`config.mk`:
```
export PLATFORM = sky130hd
export DESIGN_NAME = lfsr_scrambler
export DESIGN_NICKNAME = d
export VERILOG_FILES = /design/src/rtl/scrambler_pkg.sv /design/src/rtl/lfsr_step_unroll.sv /design/src/rtl/lfsr_scrambler.sv
export SDC_FILE = /design/constraint.sdc
export NUM_CORES = 1
export LEC_CHECK = 0
export ABC_AREA = 1
export BUFFER_PORTS_ARGS = -buffer_cell sky130_fd_sc_hd__buf_2
export CORE_ASPECT_RATIO = 0.7
export CORE_UTILIZATION = 30
export CTS_CLUSTER_SIZE = 25
export DETAILED_ROUTE_END_ITERATION = 6
export PLACE_DENSITY_LB_ADDON = 0.12
export SYNTH_ARGS = -nofsm -noshare
export SYNTH_HDL_FRONTEND = slang
export SYNTH_SLANG_ARGS = --single-unit
```
`constraint.sdc`:
```
create_clock -name clk -period 3.36 [get_ports clk]
set_input_delay 0.336 -clock clk [delete_from_list [all_inputs] [get_ports clk]]
set_output_delay 0.336 -clock clk [all_outputs]
set_load 0.005 [all_outputs]
```
`src/rtl/scrambler_pkg.sv`:
```
// Shared constants, mode encoding and parameter sanity check for the LFSR
// scrambler family.
package scrambler_pkg;

  // Tap masks: bit i set means s[i] feeds the XOR, so x^n maps to bit n-1.
  localparam logic [6:0]  POLY_7  = 7'h60;
  localparam logic [6:0]  SEED_7  = 7'h7F;
  localparam logic [57:0] POLY_58 = (58'd1 << 57) | (58'd1 << 38);
  localparam logic [57:0] SEED_58 = {58{1'b1}};

  typedef enum logic [1:0] {
    MODE_ADDITIVE,
    MODE_MULT_SCR,
    MODE_MULT_DESCR
  } mode_e;

  function automatic bit width_ok(input int data_w, input int lfsr_w);
    return (data_w >= 1) && (lfsr_w >= 2);
  endfunction

endpackage

```
`src/rtl/lfsr_step_unroll.sv`:
```
// Combinational DATA_W-bit unroll of one LFSR scrambler step, LSB first.
// Reusable wherever a per-beat keystream/self-sync step is needed.
module lfsr_step_unroll
  import scrambler_pkg::*;
#(
  parameter int                DATA_W = 8,
  parameter int                LFSR_W = 7,
  parameter logic [LFSR_W-1:0] POLY   = POLY_7
) (
  input  logic [LFSR_W-1:0] state,
  input  logic [DATA_W-1:0] data,
  input  mode_e             mode,
  output logic [LFSR_W-1:0] next_state,
  output logic [DATA_W-1:0] out_data
);

  logic [LFSR_W-1:0] s;
  logic              fb;
  logic              x;

  // NOTE: blocking assignments here are deliberate; each loop pass must see
  // the state produced by the previous bit-step within the same evaluation.
  always_comb begin
    s        = state;
    fb       = 1'b0;
    x        = 1'b0;
    out_data = '0;
    for (int k = 0; k < DATA_W; k++) begin
      fb          = ^(s & POLY);
      out_data[k] = data[k] ^ fb;
      case (mode)
        MODE_ADDITIVE: x = fb;
        MODE_MULT_SCR: x = out_data[k];
        default:       x = data[k];
      endcase
      s = {s[LFSR_W-2:0], x};
    end
    next_state = s;
  end

endmodule

```
`src/rtl/lfsr_scrambler.sv`:
```
// Streaming LFSR scrambler/descrambler with valid/ready handshake, one beat
// per clock, one-cycle latency, bypass and seed reload.
module lfsr_scrambler
  import scrambler_pkg::*;
#(
  parameter int                DATA_W   = 8,
  parameter int                LFSR_W   = 7,
  parameter logic [LFSR_W-1:0] POLY     = POLY_7,
  parameter logic [LFSR_W-1:0] SEED     = SEED_7,
  parameter bit                ADDITIVE = 1'b1
) (
  input  logic              clk,
  input  logic              rst,
  input  logic              s_valid,
  output logic              s_ready,
  input  logic [DATA_W-1:0] s_data,
  output logic              m_valid,
  input  logic              m_ready,
  output logic [DATA_W-1:0] m_data,
  input  logic              descramble,
  input  logic              bypass,
  input  logic              seed_load,
  input  logic [LFSR_W-1:0] seed_value,
  output logic [LFSR_W-1:0] lfsr_state
);

  if (!width_ok(DATA_W, LFSR_W)) begin : g_bad_width
    $error("lfsr_scrambler: DATA_W must be >= 1 and LFSR_W >= 2");
  end

  logic [LFSR_W-1:0] state;
  logic [LFSR_W-1:0] base_state;
  logic [LFSR_W-1:0] step_state;
  logic [DATA_W-1:0] step_out;
  logic              accept;
  mode_e             mode;

  assign s_ready    = !m_valid || m_ready;
  assign accept     = s_valid && s_ready;
  assign lfsr_state = state;

  // A coincident seed_load seeds the beat being processed in the same cycle.
  assign base_state = seed_load ? seed_value : state;
  assign mode       = ADDITIVE ? MODE_ADDITIVE
                    : (descramble ? MODE_MULT_DESCR : MODE_MULT_SCR);

  lfsr_step_unroll #(
    .DATA_W (DATA_W),
    .LFSR_W (LFSR_W),
    .POLY   (POLY)
  ) u_step (
    .state      (base_state),
    .data       (s_data),
    .mode       (mode),
    .next_state (step_state),
    .out_data   (step_out)
  );

  // NOTE: sequential state uses non-blocking assignments so every register
  // samples pre-edge values regardless of block ordering.
  always_ff @(posedge clk or posedge rst) begin
    if (rst) begin
      state <= SEED;
    end else if (accept && !bypass) begin
      state <= step_state;
    end else if (seed_load) begin
      state <= seed_value;
    end
  end

  always_ff @(posedge clk or posedge rst) begin
    if (rst) begin
      m_valid <= 1'b0;
      m_data  <= '0;
    end else if (accept) begin
      m_valid <= 1'b1;
      m_data  <= bypass ? s_data : step_out;
    end else if (m_ready) begin
      m_valid <= 1'b0;
    end
  end

endmodule

```
==> results.yml <==
sta:
  rsz0062_at_grt: "no"
  slew_viol_final: 0
  setup_tns_ns: 0
  tightest_slew_ns: 0.639
  setup_viol: 0
  skew_ns: 0.00660
  hold_viol: 0
  timing.fmax_mhz: 670
  period_needed_ns: 1.49
  relSlewSlack: 0.574
  min_period_over_period: 0.444
floorplan:
  die-area_mm2: 0.00364
  die_w_um: 71.7
  fp-row-count: 17
  fp.coreArea_mm2: 0.00319
  ios: 39
  chipHeight_um: 50.8
  start_util: 0.320
layout:
  n_antenna_cell: 0
  multiInputGateArea_um2: 529
  final_nets: 206
  fill_cells: 338
  seq_area_um2: 409
  synthToLayoutAreaGrowth_pct: 25.2
  drive_gt1_frac: 0.328
clock_tree:
  numClockSinks: 16
  cts_hold_buf: 0
  cts-resized-gates: 0
  path_clk_slew_ns: 0.07
  post-cts-setup-buffers: 0
  cts_tree: "built"
  cts-root-buf: "clkbuf_8"
  cts-buffers-inserted: 3
  insertion_delay_ns: 0.26
  htreeDepth: 1
  clockBufferDepth: 2
synthesis:
  postSynthCellCount: 145
  synth_area_mm2: 0.00102
  syn_avg_cell_area_um2: 7.04
  syn_nets: 167
  synth_seq_cells: 16
  yosysWarnings: 0
  ys_seq_area_frac: 0.401
  synth.distinct_cells: 17
worst_setup_path:
  critPathKind: "reg -> reg"
  cp-start-kind: "register"
  crit_arrival_ns: 1.68
  endpoint_kind: "register"
  path_max_fanout: 13
  required_ns: 3.54
power_and_ir_drop:
  combinationalPowerShare: 0.295
  cellPowerDensity_mw_per_mm2: 472
  finalPower_mw: 0.604
  power_frac_clock: 0.291
  peakVddDrop_uv: 154
  power_leakage_nw: 0.739
  intPower_mw: 0.411
  switchingPower_mw: 0.193
  pwr-share-seq: 0.414
  netSwitchingFraction: 0.319
drt:
  ant_nets: 0
  wirelength_um: 2460
  wl_per_cell_um: 11.1
  viasPerCell: 4.52
  num_vias: 998
  dr.first_iter.drc_count: 40
  drcViolationCount: 0
  dr.pass1.iters: 4
placement:
  hpwl_um: 1910
  io_buffers: 37
  globalplace.congestion: 0.772
grt:
  grtUsageTotal: 0.151
  antenna_found_initial: 0
  grt_overflow_total: 0
  grt_pass1_vias: 924
  grt_start_max_net_pins: 17
  grt_pass1_wl_um: 4090
hold_path:
  min_path_type: "in -> async"
flow_run:
  cap_violations: 0
run_status:
  status: "completed"
placed cells by master, fill, tap and decap left out, drive strengths merged:
master	instances
a21o	4
o21ai	7
nand2	82
dfrtp	9
nor2	1
buf	37
xor2	5
clkbuf	4
dfstp	7
xnor2	1
nand3	12
inv	14
layer usage:
| metal | track usage | vias to the layer above | wire length, um |
|---|---|---|---|
| met5 | 0 | - | 0 |
| met4 | 0.0523 | 0 | 10 |
| met3 | 0.0473 | 2 | 107 |
| met2 | 0.223 | 22 | 1100 |
| met1 | 0.209 | 453 | 1240 |
| li1 | - | 521 | - |
registers in the layout, indices dropped and copies added, names as in the netlist:
register    flops
lfsr_state      7
m_data          8
m_valid         1
power groups by stage:
stage          Sequential, mW  Combinational (mW)  Clock (mW)
2_1_floorplan           0.257               0.110           0
3_3_place_gp            0.252               0.177           0
3_5_place_dp            0.254               0.180           0
4_1_cts                 0.250               0.181       0.185
5_1_grt                 0.253               0.205       0.192
6_report                0.250               0.178       0.176
cell type report:
class	instances	area share
timing repair buffer	37	0.145
multi-input combinational	112	0.414
tap	38	0.0372
sequential	16	0.320
inverter	14	0.0411
clock buffer	4	0.0431
cell usage after synthesis (all sizes together):
| cell type | instances | share of area |
|---|---|---|
| nand2 | 82 | 0.32 |
| inv | 14 | 0.051 |
| nand3 | 12 | 0.064 |
| dfrtp | 9 | 0.22 |
| dfstp | 7 | 0.18 |
| o21ai | 7 | 0.034 |
| xor2 | 5 | 0.050 |
| a21o | 4 | 0.029 |
| buf | 2 | 0.022 |
| clkbuf | 1 | 0.0074 |
| nor2 | 1 | 0.011 |
| xnor2 | 1 | 0.0086 |
stage by stage:
step	instances	worst slack (ns)	hold WS (ns)	area [um^2]	util
final	221	1.87	0.151	1280	0.401
after global routing	221	1.67	0.206	1280	0.401
after CTS	221	1.83	0.171	1280	0.401
after detailed placement	217	1.78	0.455	1220	0.384
after global placement	217	1.83	0.445	1220	0.384
after floorplan	145	2.12	0.245	1020	-
kinds of logic after synthesis:
group,after synthesis,synth area share
buffers and inverters,17,0.0809
AO/OA/AOI/OAI,11,0.0637
flip-flops,16,0.401
AND/OR/NAND/NOR,95,0.396
XOR/XNOR,6,0.0588
final timing paths:
| path | startpoint | to | slack (ns) | depth (start not counted) |
|---|---|---|---|---|
| worst max-delay path | m_valid | lfsr_state[6] | 1.87 | 5 |
| worst min-delay path | rst | m_data[3] | 0.15 | 2 |
| worst max register to register | m_valid | lfsr_state[6] | 1.87 | 5 |
| worst min register to register | m_data[2] | m_data[2] | 0.48 | 2 |
| max in group asynchronous | rst | m_data[1] | 2.79 | 2 |
| min in group clk | m_ready | m_valid | 0.36 | 4 |
critical path, cell delays in order, from the launching register on:
cell     delay [ns]
dfrtp_1        0.38
nand2_1        0.10
nand2_1        0.30
nor2_4         0.33
inv_1          0.15
o21ai_1        0.16
(Power assumes the default switching activity.)
